[src/rtl/ks_sub12_pipe_if.sv]
// Operand/result handshake bundle for ks_sub12_pipe.
// Ov exists only when KS_SUB_OVF_FLAG_EN is defined.
interface ks_sub12_pipe_if #(
    parameter int WIDTH = 12
);
    logic             in_valid;
    logic             in_ready;
    logic [WIDTH-1:0] A;
    logic [WIDTH-1:0] B;
    logic             out_valid;
    logic             out_ready;
    logic [WIDTH-1:0] D;
    logic             Bo;
`ifdef KS_SUB_OVF_FLAG_EN
    logic             Ov;
`endif

    modport master (
        output in_valid,
        output A,
        output B,
        output out_ready,
`ifdef KS_SUB_OVF_FLAG_EN
        input  Ov,
`endif
        input  in_ready,
        input  out_valid,
        input  D,
        input  Bo
    );

    modport slave (
        input  in_valid,
        input  A,
        input  B,
        input  out_ready,
`ifdef KS_SUB_OVF_FLAG_EN
        output Ov,
`endif
        output in_ready,
        output out_valid,
        output D,
        output Bo
    );
endinterface

[src/rtl/ks_sub12_pipe.sv]
// Pipelined Kogge-Stone subtractor D = A - B with borrow-out, one prefix level per stage.
// Optional signed overflow output Ov when KS_SUB_OVF_FLAG_EN is defined.
module ks_sub12_pipe #(
    parameter int  WIDTH  = 12,
    localparam int LEVELS = $clog2(WIDTH)
) (
    input logic            clk,
    input logic            rst,
    ks_sub12_pipe_if.slave bus
);
    logic             advance_s;
    logic [WIDTH-1:0] p_ent_s;
    logic [WIDTH-1:0] g_ent_s;
    logic [WIDTH-1:0] c_s;
    logic [WIDTH-1:0] d_nxt_s;
    logic             cout_s;

    // Prefix vectors are shifted up one bit so bit 0 carries the folded carry-in (G=1, P=0).
    logic [LEVELS:0]  v_r;
    logic [WIDTH-1:0] g_r  [0:LEVELS];
    logic [WIDTH-1:0] p_r  [0:LEVELS-1];
    logic [WIDTH-1:0] po_r [0:LEVELS];
    logic [LEVELS:0]  gmsb_r;

    logic             out_valid_r;
    logic [WIDTH-1:0] d_r;
    logic             bo_r;
`ifdef KS_SUB_OVF_FLAG_EN
    logic             ov_r;
`endif

    assign advance_s    = ~out_valid_r | bus.out_ready;
    assign bus.in_ready = advance_s;

    assign p_ent_s = bus.A ^ ~bus.B;
    assign g_ent_s = bus.A & ~bus.B;

    // After the last level, group generate at bit i is the carry into original bit i.
    assign c_s     = g_r[LEVELS];
    assign d_nxt_s = po_r[LEVELS] ^ c_s;
    assign cout_s  = gmsb_r[LEVELS] | (po_r[LEVELS][WIDTH-1] & c_s[WIDTH-1]);

    assign bus.out_valid = out_valid_r;
    assign bus.D         = d_r;
    assign bus.Bo        = bo_r;
`ifdef KS_SUB_OVF_FLAG_EN
    assign bus.Ov        = ov_r;
`endif

    // Pipeline registers: every stage shifts together on advance, otherwise all hold.
    always_ff @(posedge clk or negedge rst) begin
        if (!rst) begin
            v_r         <= {(LEVELS+1){1'b0}};
            gmsb_r      <= {(LEVELS+1){1'b0}};
            for (int l = 0; l <= LEVELS; l++) begin
                g_r[l]  <= {WIDTH{1'b0}};
                po_r[l] <= {WIDTH{1'b0}};
            end
            for (int l = 0; l < LEVELS; l++) begin
                p_r[l]  <= {WIDTH{1'b0}};
            end
            out_valid_r <= 1'b0;
            d_r         <= {WIDTH{1'b0}};
            bo_r        <= 1'b0;
`ifdef KS_SUB_OVF_FLAG_EN
            ov_r        <= 1'b0;
`endif
        end else if (advance_s) begin
            v_r[0]    <= bus.in_valid;
            g_r[0]    <= {g_ent_s[WIDTH-2:0], 1'b1};
            p_r[0]    <= {p_ent_s[WIDTH-2:0], 1'b0};
            po_r[0]   <= p_ent_s;
            gmsb_r[0] <= g_ent_s[WIDTH-1];
            for (int l = 1; l <= LEVELS; l++) begin
                v_r[l]    <= v_r[l-1];
                g_r[l]    <= g_r[l-1] | (p_r[l-1] & (g_r[l-1] << (32'd1 << (l - 1))));
                po_r[l]   <= po_r[l-1];
                gmsb_r[l] <= gmsb_r[l-1];
            end
            for (int l = 1; l < LEVELS; l++) begin
                p_r[l]    <= p_r[l-1] & (p_r[l-1] << (32'd1 << (l - 1)));
            end
            out_valid_r <= v_r[LEVELS];
            d_r         <= d_nxt_s;
            bo_r        <= ~cout_s;
`ifdef KS_SUB_OVF_FLAG_EN
            ov_r        <= c_s[WIDTH-1] ^ cout_s;
`endif
        end
    end
endmodule

[src/flat_wrapper.sv]
// flat-port wrapper written by rule: the top's interface ports become plain ports
module ks_sub12_pipe_flat 
#(
    parameter int  WIDTH  = 12,
    localparam int LEVELS = $clog2(WIDTH)
)
  (clk, rst, bus_in_valid, bus_A, bus_B, bus_out_ready, bus_in_ready, bus_out_valid, bus_D, bus_Bo);
  ks_sub12_pipe_if #(.WIDTH(WIDTH)) bus_i ();
  input logic clk;
  input logic rst;
  input wire logic [$bits(bus_i.in_valid)-1:0] bus_in_valid;
  input wire logic [$bits(bus_i.A)-1:0] bus_A;
  input wire logic [$bits(bus_i.B)-1:0] bus_B;
  input wire logic [$bits(bus_i.out_ready)-1:0] bus_out_ready;
  output wire logic [$bits(bus_i.in_ready)-1:0] bus_in_ready;
  output wire logic [$bits(bus_i.out_valid)-1:0] bus_out_valid;
  output wire logic [$bits(bus_i.D)-1:0] bus_D;
  output wire logic [$bits(bus_i.Bo)-1:0] bus_Bo;
  assign bus_i.in_valid = bus_in_valid;
  assign bus_i.A = bus_A;
  assign bus_i.B = bus_B;
  assign bus_i.out_ready = bus_out_ready;
  assign bus_in_ready = bus_i.in_ready;
  assign bus_out_valid = bus_i.out_valid;
  assign bus_D = bus_i.D;
  assign bus_Bo = bus_i.Bo;
  ks_sub12_pipe #(.WIDTH(WIDTH)) u_core (.clk(clk), .rst(rst), .bus(bus_i));
endmodule
[config.mk]
export PLATFORM = sky130hd
export DESIGN_NAME = ks_sub12_pipe_flat
export DESIGN_NICKNAME = d
export VERILOG_FILES = /design/src/rtl/ks_sub12_pipe_if.sv /design/src/rtl/ks_sub12_pipe.sv /design/src/flat_wrapper.sv
export SDC_FILE = /design/constraint.sdc
export NUM_CORES = 1
export LEC_CHECK = 0
export CORE_MARGIN = 3
export CORE_UTILIZATION = 65
export CTS_BUF_LIST = sky130_fd_sc_hd__clkbuf_4 sky130_fd_sc_hd__clkbuf_8
export DETAILED_ROUTE_END_ITERATION = 8
export PLACE_DENSITY = 0.86
export SYNTH_ARGS = -nofsm -noshare
export SYNTH_HDL_FRONTEND = slang
export SYNTH_SLANG_ARGS = --single-unit
export TNS_END_PERCENT = 50
[constraint.sdc]
create_clock -name clk -period 4 [get_ports clk]
set_clock_uncertainty 0.1 [all_clocks]
set_input_delay 0.8 -clock clk [delete_from_list [all_inputs] [get_ports clk]]
set_output_delay 0.8 -clock clk [all_outputs]
set_load 0.01 [all_outputs]
==> flow_summary.ini, run 1 <==
[clocking]
cts.hold.buffers_added = 0
cts_root_buffer = sky130_fd_sc_hd__clkbuf_8
cts_tree = yes
cts-buffers-inserted = 17
clock_insertion_delay_worst_skew_ns = 0.44
clkSlewWorstSetupHoldPaths_ns = 0.09
clkSinkCount = 166
cts-resized-gates = 0
post_cts_buffers = 0
cts.path.max_buffers = 2
htree_levels = 4

[setup_path]
crit_path_dat_ns = 1.98
crit_type = in -> out
crit_top_cell = sky130_fd_sc_hd__clkdlybuf4s50_1
cp_cell_sequence = clkdlybuf4s50_1 -> nor2b_4 -> inv_4 -> clkdlybuf4s50_1
cp_startpoint_kind = primary input
critPathMaxStageDelay_ns = 0.53
worstPathRequired_ns = 3.10
timing.critical_path.fanout_max = 2
endpoint_kind = output port
cpMaxStageDelayCell = sky130_fd_sc_hd__clkdlybuf4s50_1

[die]
design.core.area_sq_um = 10000
num_io_pins = 43
rows = 36
die_area_sq_um = 11900
floorplan.die.height_microns = 109
initial_utilization = 0.685
floorplan.die.width_microns = 109

[timing]
timing.final.hold_violations = 0
maxSlewHeadroom = 0.387
grt_setup_unrepaired = false
fin_tns_setup_ns = 0
final_period_minus_worst_setup_slack_ns = 2.88
hold_ws_ns = 0.368
max_clock_freq_mhz = 347
tightestPinTransition_ns = 0.919
share_of_the_cycle_needed_by_the_critical_path_after_routing = 0.720
report.final.setup_viol = 0
final_max_slew_viol_count = 0

[synthesis]
synth_commonest_cells = sky130_fd_sc_hd__dfrtp_1, sky130_fd_sc_hd__mux2_2, sky130_fd_sc_hd__nand3b_1, sky130_fd_sc_hd__o21ai_0, sky130_fd_sc_hd__a21oi_1
yosys_warnings = 0
leading_cell_type_by_number_of_instances_after_synthesis = sky130_fd_sc_hd__dfrtp_1
synth.top_cells.by_area = sky130_fd_sc_hd__dfrtp_1, sky130_fd_sc_hd__mux2_2, sky130_fd_sc_hd__nand3b_1
synthArstFlopShare = 1.00
synth_area_per_cell_sq_um = 13.5
synth-seq-cells = 166
synthDominantAreaCellType = sky130_fd_sc_hd__dfrtp_1
post-synth-top-area-fraction = 0.604
synth_nets = 552
synthDistinctLibCells = 18
synth_area_sq_um = 6880
synthesis.instances = 511
post_synth_edffs = 0
dominantRegCellSynth = sky130_fd_sc_hd__dfrtp_1
seq_area_frac_synth = 0.604

[routing]
drt_wl_total_microns = 12400
via_per_inst = 5.87
drcViolationCount = 0
postRouteAntennaNets = 0
drt_iter0_markers = 368
route.vias.total = 4065
drt-wirelength-per-cell_microns = 17.9
drt_pre_antenna_iters = 4

[run_status]
outcome = completed

[grt]
first_global_vias = 4187
grt_pass1_wl_microns = 20900
antenna_found_initial = 0
grt_overflow_total = 0
grt_start_max_net_pins = 106
track_usage = 0.229

[power]
power.density_cell_area_nw_per_um2 = 719
total_power_uw = 5560
power.leakage_uw = 0.00337
irDropWorstVdd_mv = 0.414

[layout]
layout-area-overhead-vs-synth_pct = 12.5
postLayoutCoreUtil = 0.770
nets = 588
antenna_cells_inserted = 0
drive_gt1_frac = 0.266

[job]
timing.max_cap.violations = 0

[place]
finalWeightedCongestion = 0.799
detailed_place_hpwl_microns = 7800
port_buffers = 42

[worst_hold_path]
timing.hold.worst.class = in -> async
-- cells in the final DEF, fill, tap and decap left out, drive strengths merged --
cell	Yosys	final
dfrtp	166	166
mux2	109	109
nand3b	55	55
o21ai	55	55
clkdlybuf4s50	0	41
a21oi	33	33
nand2	22	22
clkbuf	14	19
inv	13	16
ha	13	13
xor2	11	11
clkinvlp	0	6
buf	16	6
clkinv	0	4
nand2b	2	2
nor2b	1	1
nor2	1	1
-- state kept, by name, summed over array words and instances (netlist names) --
name                  flops
u_core.g_r               48
u_core.c_s               12
u_core.gmsb_r             5
u_core.p_r               22
u_core.bus.D             12
u_core.v_r                5
u_core.bus.out_valid      1
u_core.bus.Bo             1
u_core.po_r              60
-- cell type report --
type,instances,area (sq um)
Clock buffer,19,262
Multi-Input combinational cell,302,2520
Sequential cell,166,4150
Tap cell,133,166
Timing Repair Buffer,47,484
Fill cell,618,2310
Inverter,13,51.3
Clock inverter,13,98.8
-- critical path, delay by kind of cell --
family                 cells  cell delay [ns]
buffers and inverters      3             1.12
and+or+nand+nor            1             0.06
-- power by group --
| part | internal (uW) | switching [uW] |
|---|---|---|
| sequential | 2370 | 509 |
| clock | 467 | 617 |
| combinational | 914 | 681 |
-- per-layer routing --
metal	routed length, microns	track usage	vias to the layer above
li1	-	-	1860
met1	5210	0.307	2073
met2	6370	0.373	107
met3	516	0.0462	25
met4	286	0.0848	0
met5	0	0	-
-- worst paths after layout --
check | start | to | slack (ns) | cells after the start
worst max-delay path | bus_out_ready | bus_in_ready | 1.12 | 4
max in group asynchronous | rst | u_core.g_r[32]$_DFFE_PN0P_ | 2.54 | 2
worst min-delay path | rst | u_core.po_r[19]$_DFFE_PN0P_ | 0.37 | 1
worst min register to register | u_core.po_r[42]$_DFFE_PN0P_ | u_core.po_r[30]$_DFFE_PN0P_ | 0.40 | 1
min in group clk | u_core.po_r[42]$_DFFE_PN0P_ | u_core.po_r[30]$_DFFE_PN0P_ | 0.40 | 1
worst max register to register | u_core.bus.out_valid$_DFFE_PN0P_ | u_core.po_r[37]$_DFFE_PN0P_ | 2.19 | 3
-- logic make-up after synthesis --
logic type / after synthesis / share of synthesized area
adder cells (fa/ha/maj): 13 / 0.0236
flip-flops: 166 / 0.604
XOR/XNOR: 11 / 0.0140
AO/OA/AOI/OAI: 88 / 0.0640
AND/OR/NAND/NOR: 81 / 0.0757
buffers and inverters: 43 / 0.0304
multiplexers: 109 / 0.188
-- stage by stage --
stage | setup slack (ns) | area [sq um] | instances
final | 1.12 | 7740 | 693
after global routing | 1.05 | 7740 | 693
after CTS | 1.10 | 7740 | 693
after detailed placement | 1.11 | 7380 | 661
after global placement | 1.11 | 7380 | 661
after floorplan | 1.75 | 6880 | 511
Note: power is estimated with default switching activity, not from simulation.
==> run 2: changes to the inputs <==
--- a/config.mk
+++ b/config.mk
@@ -6,10 +6,10 @@
 export NUM_CORES = 1
 export LEC_CHECK = 0
 export CORE_MARGIN = 3
-export CORE_UTILIZATION = 65
+export CORE_UTILIZATION = 55
 export CTS_BUF_LIST = sky130_fd_sc_hd__clkbuf_4 sky130_fd_sc_hd__clkbuf_8
 export DETAILED_ROUTE_END_ITERATION = 8
-export PLACE_DENSITY = 0.86
+export PLACE_DENSITY = 0.78
 export SYNTH_ARGS = -nofsm -noshare
 export SYNTH_HDL_FRONTEND = slang
 export SYNTH_SLANG_ARGS = --single-unit
==> constraint.sdc (replaced) <==
create_clock -name clk -period 2.4 [get_ports clk]
set_clock_uncertainty 0.1 [all_clocks]
set_input_delay 0.48 -clock clk [delete_from_list [all_inputs] [get_ports clk]]
set_output_delay 0.48 -clock clk [all_outputs]
set_load 0.01 [all_outputs]
==> run 2 against run 1 <==
Net effect: setup slack worse by 0.97 ns; global-route usage fell by 4.5 points; via count is 0.84% lower; power up 71%; critical path type unchanged; first-iteration DRC count is 34% lower; sequential power rose by 67%; sequential share of layout area fell by 1.2 points; flip-flop and latch count unchanged; largest power group unchanged; utilization fell by 12 points; routed wire length is 5.4% lower; largest cell class unchanged.
==> flow_summary.ini, run 2 (synthesis results as in run 1) <==
[run_status]
outcome = completed

[place]
finalWeightedCongestion = 0.781
placedInstanceArea_sq_um = 7470
port_buffers = 42
detailed_place_hpwl_microns = 7570
place_worst_setup_slack_ns = 0.138

[grt]
first_global_vias = 4158
antenna_found_initial = 0
track_usage = 0.184
grt_overflow_total = 0
grt_pass1_wl_microns = 20700
grt_start_max_net_pins = 98

[timing]
maxSlewHeadroom = 0.628
timing.final.hold_violations = 0
report.final.setup_viol = 0
tightestPinTransition_ns = 0.558
final_max_slew_viol_count = 0
fin_tns_setup_ns = 0
max_clock_freq_mhz = 445
share_of_the_cycle_needed_by_the_critical_path_after_routing = 0.937
pnr_worst_setup_slack_ns = 0.152
grt_setup_unrepaired = false
final_period_minus_worst_setup_slack_ns = 2.25

[clocking]
clkSlewWorstSetupHoldPaths_ns = 0.08
cts.hold.buffers_added = 1
cts-buffers-inserted = 17
post_cts_buffers = 0
cts_tree = yes
cts.path.max_buffers = 2
clock_insertion_delay_worst_skew_ns = 0.45
cts-resized-gates = 0
htree_levels = 4
clkSinkCount = 166
cts_root_buffer = sky130_fd_sc_hd__clkbuf_8

[worst_hold_path]
timing.hold.worst.class = reg -> reg
whs_path_depth = 1
min_from = u_core.v_r[4]$_DFFE_PN0P_
holdPathEnd = u_core.bus.out_valid$_DFFE_PN0P_

[layout]
largest_registers = u_core.po_r: 60 flops, u_core.g_r: 48 flops, u_core.p_r: 22 flops
antenna_cells_inserted = 0
largest_register_ff_count = 60
postLayoutCellArea_sq_um = 7910
registers.top_by_ff_count = u_core.po_r
drive_gt1_frac = 0.271
fill_cells = 916
layout-area-overhead-vs-synth_pct = 15.0
mostFrequentLayoutCell = sky130_fd_sc_hd__dfrtp_1
nets = 593
postLayoutCoreUtil = 0.653
layout.cells.most_common_list = sky130_fd_sc_hd__dfrtp_1, sky130_fd_sc_hd__mux2_2, sky130_fd_sc_hd__nand3b_1, sky130_fd_sc_hd__o21ai_0, sky130_fd_sc_hd__clkdlybuf4s50_1

[routing]
drt_wl_total_microns = 11700
postRouteAntennaNets = 0
drt_iter0_markers = 242
drt-wirelength-per-cell_microns = 16.0
drcViolationCount = 0
route.vias.total = 4031
via_per_inst = 5.50
drt_pre_antenna_iters = 5

[power]
total_power_uw = 9500
irDropWorstVdd_mv = 0.662
power.density_cell_area_nw_per_um2 = 1200
power.leakage_uw = 0.00346

[die]
design.core.area_sq_um = 12100
rows = 40
floorplan.die.width_microns = 118
floorplan.die.height_microns = 118
initial_utilization = 0.568
die_area_sq_um = 13900
num_io_pins = 43

[setup_path]
reg2reg_setup_slack_ns = 0.66
timing.critical_path.fanout_max = 2
crit_type = in -> out
r2r_cells = 4
crit_path_dat_ns = 1.67
cp_startpoint_kind = primary input
worstPathRequired_ns = 1.82
r2r_end = u_core.po_r[18]$_DFFE_PN0P_
critical_path.reg2reg.startpoint = u_core.bus.out_valid$_DFFE_PN0P_
endpoint_kind = output port

[job]
timing.max_cap.violations = 0
==> run 2: cell types whose count changed in the layout (fill, tap and decap cells not counted) <==
cell	change
sky130_fd_sc_hd__clkbuf_4	+2
sky130_fd_sc_hd__clkbuf_8	+2
sky130_fd_sc_hd__dlygate4sd3_1	+1
sky130_fd_sc_hd__clkinv_2	+3
sky130_fd_sc_hd__clkinvlp_4	-5
sky130_fd_sc_hd__inv_6	-3
sky130_fd_sc_hd__buf_12	+2
sky130_fd_sc_hd__buf_4	+2
sky130_fd_sc_hd__clkinv_4	-2
sky130_fd_sc_hd__bufinv_16	+3
==> run 2: worst max path at each step <==
| stage | from | endpoint | slack [ns] | depth (start not counted) |
|---|---|---|---|---|
| finish | bus_out_ready | bus_in_ready | 0.15 | 4 |
| global route | bus_out_ready | bus_in_ready | 0.09 | 4 |
| CTS | bus_out_ready | bus_in_ready | 0.14 | 4 |
| detailed placement | bus_out_ready | bus_in_ready | 0.14 | 4 |
| global placement | bus_out_ready | bus_in_ready | 0.14 | 4 |
| floorplan | u_core.bus.out_valid$_DFFE_PN0P_ | bus_in_ready | 0.75 | 5 |
==> run 2: area by class of cell <==
| class | count | area (sq um) | area share |
|---|---|---|---|
| repair buffers | 52 | 549 | 0.0694 |
| multi-input cells | 302 | 2520 | 0.319 |
| clock buffers | 23 | 304 | 0.0384 |
| clock inverters | 9 | 123 | 0.0155 |
| well taps | 168 | 210 | 0.0266 |
| inverters | 13 | 51.3 | 0.00648 |
| flip-flops and latches | 166 | 4150 | 0.525 |
==> run 2: report_power, final <==
part / switching (uW) / internal (uW) / total (uW)
combinational: 1070 / 1550 / 2620
sequential: 838 / 3960 / 4800
clock: 929 / 1150 / 2080
==> run 2: metal layers <==
metal	track usage	wire length (microns)	vias up
met5	0	0	-
li1	-	-	1881
met3	0.0408	361	17
met1	0.260	5370	2059
met4	0.0674	174	0
met2	0.283	5810	74
==> run 2: per-stage QoR <==
stage          cells  hold slack [ns]
2_1_floorplan    511           0.0844
3_3_place_gp     700            0.347
3_5_place_dp     700            0.359
4_1_cts          733            0.377
5_1_grt          733            0.414
6_report         733            0.371
==> run 2: critical path: stages <==
cell and delay [ns]:
sky130_fd_sc_hd__clkdlybuf4s50_1 0.53, sky130_fd_sc_hd__nor2b_4 0.07, sky130_fd_sc_hd__inv_4 0.06, sky130_fd_sc_hd__clkdlybuf4s50_1 0.52
==> run 3: changes to the inputs <==
--- a/config.mk
+++ b/config.mk
@@ -6,10 +6,10 @@
 export NUM_CORES = 1
 export LEC_CHECK = 0
 export CORE_MARGIN = 3
-export CORE_UTILIZATION = 55
+export CORE_UTILIZATION = 61
 export CTS_BUF_LIST = sky130_fd_sc_hd__clkbuf_4 sky130_fd_sc_hd__clkbuf_8
 export DETAILED_ROUTE_END_ITERATION = 8
-export PLACE_DENSITY = 0.78
+export PLACE_DENSITY = 0.82
 export SYNTH_ARGS = -nofsm -noshare
 export SYNTH_HDL_FRONTEND = slang
 export SYNTH_SLANG_ARGS = --single-unit
==> constraint.sdc (replaced) <==
create_clock -name clk -period 2.52 [get_ports clk]
set_clock_uncertainty 0.1 [all_clocks]
set_input_delay 0.504 -clock clk [delete_from_list [all_inputs] [get_ports clk]]
set_output_delay 0.504 -clock clk [all_outputs]
set_load 0.01 [all_outputs]
==> run 3 against run 2 <==
Net effect: sequential share of layout area increased by 0.39 points; via count rose by 0.17%; clock-buffer cell count shrank 1; non-clock buffer count is the same; flip-flop and latch count did not move; largest cell class unchanged; hold slack better by 0.0047 ns; combinational power decreased by 3%; first-iteration DRC count up 24%; final area is 0.74% lower; utilization is 6.5 points higher.
==> flow_summary.ini, run 3 (synthesis results as in run 1) <==
[clocking]
cts.hold.buffers_added = 1
clock_insertion_delay_worst_skew_ns = 0.44
cts_root_buffer = sky130_fd_sc_hd__clkbuf_8
post_cts_buffers = 0
cts.path.max_buffers = 2
clkSinkCount = 166
cts-resized-gates = 0
cts-buffers-inserted = 17
clkSlewWorstSetupHoldPaths_ns = 0.08
htree_levels = 4
cts_tree = yes

[routing]
drt_wl_total_microns = 12200
postRouteAntennaNets = 0
drt-wirelength-per-cell_microns = 17.3
drcViolationCount = 0
via_per_inst = 5.73
drt_iter0_markers = 301
route.vias.total = 4038
drt_pre_antenna_iters = 4

[timing]
report.final.setup_viol = 0
hold_ws_ns = 0.376
timing.final.hold_violations = 0
final_period_minus_worst_setup_slack_ns = 2.31
final_max_slew_viol_count = 0
fin_tns_setup_ns = 0
share_of_the_cycle_needed_by_the_critical_path_after_routing = 0.917
max_clock_freq_mhz = 433
maxSlewHeadroom = 0.616
tightestPinTransition_ns = 0.576
grt_setup_unrepaired = false

[setup_path]
endpoint_kind = output port
r2r_cells = 4
critical_path.endpoint = bus_in_ready
worstSetupStartpoint = bus_out_ready
cp_startpoint_kind = primary input
crit_path_dat_ns = 1.71
critical_path.reg2reg.startpoint = u_core.bus.out_valid$_DFFE_PN0P_
timing.critical_path.fanout_max = 2
r2r_end = u_core.c_s[3]$_DFFE_PN0P_
crit_type = in -> out
reg2reg_setup_slack_ns = 0.78
worstPathRequired_ns = 1.92

[die]
design.core.area_sq_um = 10900
initial_utilization = 0.629
die_area_sq_um = 12600
floorplan.die.height_microns = 112
num_io_pins = 43
rows = 38
floorplan.die.width_microns = 112

[power]
pwr-share-seq = 0.505
power.leakage_uw = 0.00343
power.share.switching = 0.309
power.share.clock = 0.214
net-switching-power_uw = 2800
comb_power_share = 0.281
power_report.internal_total_uw = 6240
power.density_cell_area_nw_per_um2 = 1150
irDropWorstVdd_mv = 0.736

[run_status]
outcome = completed

[layout]
largest_register_ff_count = 60
largest_registers = u_core.po_r: 60 flops, u_core.g_r: 48 flops, u_core.p_r: 22 flops
registers.top_by_ff_count = u_core.po_r
layout-area-overhead-vs-synth_pct = 14.2
antenna_cells_inserted = 0
postLayoutCellArea_sq_um = 7850
mostFrequentLayoutCell = sky130_fd_sc_hd__dfrtp_1
layout.cells.most_common_list = sky130_fd_sc_hd__dfrtp_1, sky130_fd_sc_hd__mux2_2, sky130_fd_sc_hd__nand3b_1, sky130_fd_sc_hd__o21ai_0, sky130_fd_sc_hd__clkdlybuf4s50_1
drive_gt1_frac = 0.271
nets = 593

[grt]
antenna_found_initial = 0
grt_start_max_net_pins = 98
grt_pass1_wl_microns = 21300
grt_overflow_total = 0
first_global_vias = 4351
track_usage = 0.210

[place]
detailed_place_hpwl_microns = 7700
placedInstanceArea_sq_um = 7430
port_buffers = 42
finalWeightedCongestion = 0.772

[worst_hold_path]
timing.hold.worst.class = reg -> reg

[job]
timing.max_cap.violations = 0
==> run 3: cell count changes in the layout (fill, tap and decap cells not counted), sizes merged <==
cell	delta
inv	+2
clkinv	-2
clkinvlp	+2
clkbuf	-1
bufinv	-1
==> run 3: worst min-delay path by stage <==
stage                                         start                          endpoint  slack, ns  cells past startpoint
after floorplan                                 rst         u_core.bus.Bo$_DFFE_PN0P_       0.11                      0
after global placement    u_core.v_r[4]$_DFFE_PN0P_  u_core.bus.out_valid$_DFFE_PN0P_       0.34                      1
after detailed placement  u_core.v_r[4]$_DFFE_PN0P_  u_core.bus.out_valid$_DFFE_PN0P_       0.35                      1
after CTS                 u_core.v_r[4]$_DFFE_PN0P_  u_core.bus.out_valid$_DFFE_PN0P_       0.37                      1
after global routing      u_core.v_r[4]$_DFFE_PN0P_  u_core.bus.out_valid$_DFFE_PN0P_       0.39                      1
final                     u_core.v_r[4]$_DFFE_PN0P_  u_core.bus.out_valid$_DFFE_PN0P_       0.38                      1
==> run 3: area by class of cell <==
| cell class | count | area, sq um |
|---|---|---|
| Clock buffer | 22 | 297 |
| Clock inverter | 10 | 119 |
| Fill cell | 719 | 3080 |
| Inverter | 13 | 51.3 |
| Multi-Input combinational cell | 302 | 2520 |
| Sequential cell | 166 | 4150 |
| Tap cell | 140 | 175 |
| Timing Repair Buffer | 52 | 537 |
==> run 3: through the flow <==
step	util	power (uW)	instances	setup WS, ns
final	0.718	9040	705	0.208
after floorplan	-	6230	511	0.846
after detailed placement	0.679	7160	672	0.200
after global routing	0.718	9630	705	0.165
after global placement	0.679	6980	672	0.196
after CTS	0.718	9120	705	0.195
==> run 3: power by group through the flow <==
stage / Combinational, uW / Sequential [uW] / Clock [uW]
floorplan: 1860 / 4370 / 0
global placement: 2440 / 4550 / 0
detailed placement: 2550 / 4610 / 0
CTS: 2580 / 4570 / 1970
global route: 2820 / 4700 / 2110
finish: 2540 / 4570 / 1940
==> run 3: layer usage <==
| metal | share of wire | up-vias | track usage | wire (microns) |
|---|---|---|---|---|
| met1 | 0.44 | 2076 | 0.287 | 5360 |
| li1 | - | 1879 | - | - |
| met5 | 0 | - | 0 | 0 |
| met2 | 0.52 | 72 | 0.341 | 6320 |
| met4 | 0.0089 | 0 | 0.0617 | 108 |
| met3 | 0.033 | 11 | 0.0507 | 396 |
==> run 3: critical path: stages <==
cell and delay [ns]:
sky130_fd_sc_hd__clkdlybuf4s50_1 0.54, sky130_fd_sc_hd__nor2b_4 0.08, sky130_fd_sc_hd__inv_4 0.06, sky130_fd_sc_hd__clkdlybuf4s50_1 0.53
